`config.mk`:
```
export PLATFORM = sky130hd
export DESIGN_NAME = fifo_sync_param
export DESIGN_NICKNAME = d
export VERILOG_FILES = /design/src/rtl/fifo_pkg.sv /design/src/rtl/fifo_ram.sv /design/src/rtl/fifo_sync_param.sv
export SDC_FILE = /design/constraint.sdc
export NUM_CORES = 1
export LEC_CHECK = 0
export CORE_MARGIN = 4
export CORE_UTILIZATION = 40
export CTS_CLUSTER_SIZE = 40
export DETAILED_ROUTE_END_ITERATION = 7
export PLACE_DENSITY = 0.61
export SLEW_MARGIN = 20
export SYNTH_ARGS = -nofsm -noshare
export SYNTH_HDL_FRONTEND = slang
export SYNTH_SLANG_ARGS = --single-unit
```
`constraint.sdc`:
```
create_clock -name clk -period 2.55 [get_ports clk]
set_input_delay 0.6375 -clock clk [delete_from_list [all_inputs] [get_ports clk]]
set_output_delay 0.6375 -clock clk [all_outputs]
set_load 0.03 [all_outputs]
```
`src/rtl/fifo_pkg.sv`:
```
// Shared constants and helpers for the fifo_sync_param FIFO family.
package fifo_pkg;

    localparam int FIFO_DEF_WIDTH = 8;
    localparam int FIFO_DEF_DEPTH = 8;

    typedef enum logic {
        READ_STD  = 1'b0,
        READ_FWFT = 1'b1
    } read_mode_e;

    // Address width for a memory of 'depth' entries; never below 1 bit.
    function automatic int ptr_width(input int depth);
        return (depth <= 2) ? 1 : $clog2(depth);
    endfunction

endpackage

```
`src/rtl/fifo_ram.sv`:
```
// Simple dual-port storage: synchronous write, combinational read.
module fifo_ram #(
    parameter int WIDTH = 8,
    parameter int DEPTH = 8,
    parameter int AW    = 3
) (
    input  logic             clk_i,
    input  logic             we_i,
    input  logic [AW-1:0]    waddr_i,
    input  logic [WIDTH-1:0] wdata_i,
    input  logic [AW-1:0]    raddr_i,
    output logic [WIDTH-1:0] rdata_o
);

    logic [WIDTH-1:0] mem_q [DEPTH];

    always_ff @(posedge clk_i) begin
        if (we_i) begin
            mem_q[waddr_i] <= wdata_i;
        end
    end

    assign rdata_o = mem_q[raddr_i];

endmodule

```
`src/rtl/fifo_sync_param.sv`:
```
// Single-clock FIFO with occupancy count, threshold flags and selectable FWFT read.
// Define FIFO_ERR_FLAGS_EN to build the sticky overflow/underflow flags.
module fifo_sync_param
    import fifo_pkg::*;
#(
    parameter int WIDTH     = FIFO_DEF_WIDTH,
    parameter int DEPTH     = FIFO_DEF_DEPTH,
    parameter int AF_THRESH = DEPTH - 1,
    parameter int AE_THRESH = 1,
    parameter int FWFT      = 0
) (
    input  logic                   clk,
    input  logic                   rst,
    input  logic                   wr_en,
    input  logic [WIDTH-1:0]       data_in,
    input  logic                   rd_en,
    output logic [WIDTH-1:0]       data_out,
    output logic                   full,
    output logic                   empty,
    output logic                   almost_full,
    output logic                   almost_empty,
    output logic [$clog2(DEPTH):0] count,
    input  logic                   err_clr,
    output logic                   overflow,
    output logic                   underflow
);

    localparam int PTR_W = ptr_width(DEPTH);
    localparam logic [PTR_W:0] AF_LVL = (PTR_W + 1)'(AF_THRESH);
    localparam logic [PTR_W:0] AE_LVL = (PTR_W + 1)'(AE_THRESH);
    localparam read_mode_e MODE = (FWFT != 0) ? READ_FWFT : READ_STD;

    logic [PTR_W:0]   wr_ptr_q, wr_ptr_d;
    logic [PTR_W:0]   rd_ptr_q, rd_ptr_d;
    logic             wr_acc, rd_acc;
    logic [WIDTH-1:0] ram_rdata;

    // Extra MSB distinguishes full from empty when the low bits match.
    assign full  = (wr_ptr_q[PTR_W] != rd_ptr_q[PTR_W]) &&
                   (wr_ptr_q[PTR_W-1:0] == rd_ptr_q[PTR_W-1:0]);
    assign empty = (wr_ptr_q == rd_ptr_q);
    assign count = wr_ptr_q - rd_ptr_q;

    assign almost_full  = (count >= AF_LVL);
    assign almost_empty = (count <= AE_LVL);

    assign wr_acc = wr_en && !full;
    assign rd_acc = rd_en && !empty;

    always_comb begin
        wr_ptr_d = wr_ptr_q;
        rd_ptr_d = rd_ptr_q;
        if (wr_acc) wr_ptr_d = wr_ptr_q + 1'b1;
        if (rd_acc) rd_ptr_d = rd_ptr_q + 1'b1;
    end

    always_ff @(posedge clk) begin
        if (rst) begin
            wr_ptr_q <= '0;
            rd_ptr_q <= '0;
        end else begin
            wr_ptr_q <= wr_ptr_d;
            rd_ptr_q <= rd_ptr_d;
        end
    end

    fifo_ram #(
        .WIDTH (WIDTH),
        .DEPTH (DEPTH),
        .AW    (PTR_W)
    ) u_ram (
        .clk_i   (clk),
        .we_i    (wr_acc),
        .waddr_i (wr_ptr_q[PTR_W-1:0]),
        .wdata_i (data_in),
        .raddr_i (rd_ptr_q[PTR_W-1:0]),
        .rdata_o (ram_rdata)
    );

    if (MODE == READ_STD) begin : g_std
        logic [WIDTH-1:0] dout_q, dout_d;

        always_comb begin
            dout_d = dout_q;
            if (rd_acc) dout_d = ram_rdata;
        end

        always_ff @(posedge clk) begin
            if (rst) dout_q <= '0;
            else     dout_q <= dout_d;
        end

        assign data_out = dout_q;
    end else begin : g_fwft
        // Head is presented directly; forced to zero while empty so reset reads as 0.
        assign data_out = empty ? '0 : ram_rdata;
    end

`ifdef FIFO_ERR_FLAGS_EN
    logic ovf_q, ovf_d, unf_q, unf_d;

    always_comb begin
        ovf_d = ovf_q;
        unf_d = unf_q;
        if (err_clr) begin
            ovf_d = 1'b0;
            unf_d = 1'b0;
        end else begin
            if (wr_en && full)  ovf_d = 1'b1;
            if (rd_en && empty) unf_d = 1'b1;
        end
    end

    always_ff @(posedge clk) begin
        if (rst) begin
            ovf_q <= 1'b0;
            unf_q <= 1'b0;
        end else begin
            ovf_q <= ovf_d;
            unf_q <= unf_d;
        end
    end

    assign overflow  = ovf_q;
    assign underflow = unf_q;
`else
    logic unused_err_clr;
    assign unused_err_clr = err_clr;
    assign overflow  = 1'b0;
    assign underflow = 1'b0;
`endif

endmodule

```
[Word-level counts from Yosys, hierarchy flattened]
Memory sizes are Yosys's and may differ from the RTL's. A register that Yosys moved wholly into a read port is not among the register bits.
Index checks and enable logic that the tools add are counted.
Word-level totals
  output and inout bits: 18
  word-level logic and storage cells: 18
  memories kept: 1
  bits in writable memories: 64
  bits of input ports: 13
  register bits: 8
Memory list
  u_ram.mem_q: words 8, width 8, rd ports 1, clocked after Yosys merged registers in 1, write ports 1, RTL line fifo_ram.sv:15  | logic [WIDTH-1:0] mem_q [DEPTH];
Operators by class
  equal/unequal tests: 3
  multiplexer cells: 2
  add/subtract/negate cells: 3
  order comparisons: 2
  reduce and logical (&&, ||, !) cells: 5
Operators with widths (count)
  4-bit by 1-bit adder with 4-bit output (second input constant): 2
  4-bit equality test: 1
  4-bit by 3-bit >= comparator with 1-bit output (second input constant): 1
  4-bit by 1-bit <= comparator with 1-bit output (second input constant): 1
  4-bit subtractor: 1
  3-bit equality test: 1
  1-bit logical AND: 3
  1-bit zero test: 2
  1-bit two-way mux: 2
  1-bit != test: 1

[Logic depth before layout (Yosys ltp)]
  word-level depth: 6
  mapped depth: 9
  depth with buffers taken out: 6

[By module]
From an unflattened synthesis, not the netlist that was laid out.
Second synthesis, totals
  cell total of the unflattened synthesis: 214
  area total of the unflattened synthesis: 3522.1 µm²
Modules (own cells, without submodules)
  fifo_ram: cells an instance 106, area an instance 2531.2 µm², times used 1
  fifo_sync_param: cells an instance 108, area an instance 991.0 µm², times used 1

[Worst setup path after synthesis]
Ideal clock, no wire load.
  path kind: register to register
  from: register rd_ptr_q[1]
  to: memory u_ram.mem_q[1][0], enable pin
  stages on the path, launching flop included: 10
  period minus slack after synthesis: 2.771 ns
  arrival: 2.387 ns
  library setup time: 0.383 ns
  setup slack: -0.221 ns
  required time: 2.167 ns
  path buffers: 3
  path through: dfxtp_1 -> buf_6 -> buf_8 -> buf_6 -> inv_1 -> ha_1 -> nand3_1 -> o21ai_2 -> or2_2 -> nor3_1
Between the ends
  longest elaborated chain between the ends: 6
Ends and longest elaborated chain
  from (decl): RTL line fifo_sync_param.sv:34  | logic [PTR_W:0] rd_ptr_q, rd_ptr_d;
  from (signal assigned): RTL line fifo_sync_param.sv:63  | rd_ptr_q <= rd_ptr_d;
  3-bit equality test: RTL line fifo_sync_param.sv:40  | (wr_ptr_q[PTR_W-1:0] == rd_ptr_q[PTR_W-1:0]);
  1-bit logical AND: RTL line fifo_sync_param.sv:39  | assign full = (wr_ptr_q[PTR_W] != rd_ptr_q[PTR_W]) &&
  1-bit zero test: RTL line fifo_sync_param.sv:47  | assign wr_acc = wr_en && !full;
  1-bit logical AND: RTL line fifo_sync_param.sv:47
  1-bit two-way mux: RTL line fifo_ram.sv:18  | if (we_i) begin
  1-bit two-way mux (implied by the code): RTL line fifo_ram.sv:19  | mem_q[waddr_i] <= wdata_i;
  to (decl): RTL line fifo_ram.sv:15
No other way between the ends.

[Worst setup path after layout]
  from: register wr_ptr_q[0]
  to: output almost_full
Between the ends
  longest elaborated chain between the ends: 2
Ends and longest elaborated chain
  from (decl): RTL line fifo_sync_param.sv:33  | logic [PTR_W:0] wr_ptr_q, wr_ptr_d;
  from (signal assigned): RTL line fifo_sync_param.sv:62  | wr_ptr_q <= wr_ptr_d;
  4-bit subtractor: RTL line fifo_sync_param.sv:42  | assign count = wr_ptr_q - rd_ptr_q;
  4-bit by 3-bit >= comparator with 1-bit output: RTL line fifo_sync_param.sv:44  | assign almost_full = (count >= AF_LVL);
  to (decl): RTL line fifo_sync_param.sv:20  | output logic almost_full,
No other way between the ends.

==> impl_metrics.tcl <==
set metrics [dict create \
    outcome "finished with violations" \
    violations "negative setup slack" \
    path_max_fanout 2 \
    pwr-share-clk 0.338 \
    maxSlewViolCount 0 \
    drt.antenna.violating_nets 0 \
    post-route-drc-count 0 \
    cpPeakStageDelay_ns 0.34 \
    switching_share 0.267 \
    dp_hpwl_mm 4.25 \
    port_buffers 27 \
    powerDensity_nw_per_um2 795 \
    die_area_um2 9830 \
    fillCellCount 628 \
    start_util 0.421 \
    path_cells "inv_2 > ha_4 > fa_2 > xor2_1 > buf_4 > o32ai_2 > buf_4" \
    syn_inst 217 \
    slew_headroom 0.532 \
    timing.final.crit_share 1.02 \
    syn_area_per_cell_um2 15.3 \
    cts.sinks 80 \
    wl_per_cell_um 17.4 \
    cp-end-kind "output port" \
    finalPower_w 0.00329 \
    overflow 0 \
    cp_top_family "adder cells" \
    die_x_um 99.2 \
    cts_max_level 3 \
    p_leak_nw 1.43 \
    finalClockSkew_ns 0.00730 \
    fp.coreArea_um2 7890 \
    yosys_register_bits 80 \
    synth.area.top_cells "edfxtp_1, dfxtp_1, mux2i_1" \
    internal_power_w 0.00241 \
    drt_pass1_iterations 4 \
    crit_required_ns 1.91 \
    yosysTopAreaCellShare 0.578 \
    startpoint_type "flip-flop" \
    clkLatencyLatePin_ns 0.35 \
    design_area_um2 4140 \
    ys_seq_area_frac 0.674 \
    hold_path_class "flip-flop to flip-flop" \
    arrival_ns 1.95 \
    diodes 0 \
    num_io_pins 31 \
    nNetsFinal 287 \
    drv_cap 0 \
    ir_worst_vdd_v 0.000319 \
    cts_tree "done" \
    synth_area_um2 3320 \
    die_y_um 99.2 \
    cts_buffers 9 \
    area_growth_pct 24.5 \
    drt_iter0_markers 90 \
    gp_congestion 0.814 \
    place_area_um2 3820 \
    combPwrFrac 0.211 \
    vias 1895 \
    area.sequential_um2 2250 \
    vias_per_cell 5.05 \
    post-route-min-period_ns 2.59 \
    post-synth-top-area-cell "edfxtp_1" \
    seq_power_share 0.451 \
    rsz0062_at_grt "yes" \
    ctsRootBufferMaster "clkbuf_8" \
    drt_wl_total_mm 6.53 \
    rows 32 \
    path_buf_inv 3 \
    synth_cell_type_count 37 \
    setup_viol 1 \
    slowest_stage "dfxtp_2" \
    grt_pass1_vias 1906 \
    grt_pass1_wl_mm 10.3 \
    ys_warn_count 0 \
    cts_hold_buf 0 \
    clockBufferDepth 2 \
    drive_gt1_frac 0.260 \
    grt_max_degree 28 \
    synth_ff_type "edfxtp_1" \
    worst_pin_slew_ns 0.699 \
    grt_usage 0.142 \
    switchingPower_w 0.000880 \
    antenna_found_initial 0 \
    cpMostUsedCell "buf_4" \
    cts.clk_slew.worst_paths_ns 0.08 \
    multiInputGateArea_um2 1050 \
    path_class "flip-flop to output port" \
    fin_ws_ns -0.0393 \
    synth_edf_count 64 \
    max_clock_freq_ghz 0.386 \
    synth-async-reset-ratio 0 \
    finalHoldViolCount 0 \
]
-- final timing paths --
check                   start           endpoint  slack [ns]  cells after the start
setup reg to reg  rd_ptr_q[2]  u_ram.mem_q[1][2]        0.39                      7
hold reg to reg   data_out[0]        data_out[0]        0.49                      2
setup / recovery  wr_ptr_q[0]        almost_full       -0.04                      7
hold / removal    data_out[0]        data_out[0]        0.49                      2
-- stage by stage --
step | util | setup TNS [ns] | hold slack [ns] | cells | setup WS [ns]
2_1_floorplan | - | 0 | 0.467 | 218 | 0.0110
3_3_place_gp | 0.484 | 0 | 0.477 | 356 | 0.0599
3_5_place_dp | 0.484 | 0 | 0.478 | 356 | 0.0426
4_1_cts | 0.522 | -0.0712 | 0.494 | 373 | -0.0712
5_1_grt | 0.525 | -0.134 | 0.509 | 375 | -0.122
6_report | 0.525 | -0.0393 | 0.490 | 375 | -0.0393
-- what timing repair did --
| action | 4_1_cts | 5_1_grt |
|---|---|---|
| setup endpoints to repair | 4 | 3 |
| pin swaps | 3 | 4 |
| gates cloned | 0 | 0 |
| resized for setup | 15 | 2 |
| buffers inserted | 1 | 2 |
-- metal layers --
metal	share of wire	track usage
met1	0.45	0.178
met2	0.50	0.234
met3	0.043	0.0393
met4	0.010	0.0557
met5	0	0
-- cell type report --
type / instances / share of cell area
Multi-Input combinational cell: 118 / 0.254
Tap cell: 102 / 0.0308
Sequential cell: 80 / 0.543
Timing Repair Buffer: 51 / 0.107
Clock buffer: 10 / 0.0308
Inverter: 8 / 0.00726
Clock inverter: 6 / 0.0278
-- synthesized netlist by cell type, types with 4 or more instances --
| library cell | instances |
|---|---|
| nor3_1 | 10 |
| dfxtp_1 | 16 |
| o22ai_1 | 8 |
| a211oi_1 | 8 |
| a21oi_1 | 4 |
| mux2i_1 | 17 |
| nor2_1 | 22 |
| edfxtp_1 | 64 |
| inv_1 | 8 |
| nand2_1 | 5 |
| ha_1 | 5 |
| mux4_1 | 5 |
-- cell usage in the layout (no fill, tap or decap), drive strengths merged, types with 2 or more instances in the layout --
| master | count |
|---|---|
| inv | 10 |
| buf | 30 |
| conb | 2 |
| clkbuf | 10 |
| o22ai | 8 |
| o211ai | 3 |
| o21ai | 3 |
| a21oi | 4 |
| edfxtp | 64 |
| dfxtp | 16 |
| xnor2 | 4 |
| xor2 | 4 |
| nor2 | 22 |
| bufinv | 3 |
| a211oi | 8 |
| mux4 | 8 |
| ha | 5 |
| and3 | 3 |
| mux2i | 17 |
| or2 | 2 |
| nor3 | 10 |
| nand2 | 5 |
| nand2b | 3 |
| clkdlybuf4s50 | 20 |
-- cell families (layout without fill, tap and decap cells) --
| family | after synthesis | in the layout | synth area share |
|---|---|---|---|
| other | 1 | 2 | 0.00113 |
| AND/OR/NAND/NOR | 48 | 48 | 0.0659 |
| multiplexers | 25 | 25 | 0.111 |
| XOR/XNOR | 8 | 8 | 0.0256 |
| flip-flops | 80 | 80 | 0.674 |
| AO/OA/AOI/OAI | 29 | 29 | 0.0640 |
| adder cells (fa/ha/maj) | 6 | 6 | 0.0248 |
| buffers and inverters | 20 | 75 | 0.0331 |
-- flip-flops by register name, indices dropped and copies added (netlist names) --
signal       flops
u_ram.mem_q     64
data_out         8
wr_ptr_q         4
rd_ptr_q         4
-- power groups by stage --
stage | combinational [W] | clock (W) | sequential [W]
after floorplan | 0.000378 | 0 | 0.00156
after global placement | 0.000652 | 0 | 0.00151
after detailed placement | 0.000658 | 0 | 0.00151
after CTS | 0.000691 | 0.00114 | 0.00148
after global routing | 0.000748 | 0.00119 | 0.00149
final | 0.000694 | 0.00111 | 0.00148
-- worst register-to-register path, delay by kind of cell (launching register included) --
| kind | cells | cell delay, ns |
|---|---|---|
| AOI/OAI and AO/OA | 1 | 0.12 |
| and+or+nand+nor | 3 | 0.80 |
| DFF | 1 | 0.34 |
| buffers and inverters | 2 | 0.26 |
| adders and majority gates | 1 | 0.36 |
Power figures use the tool's default switching activity.
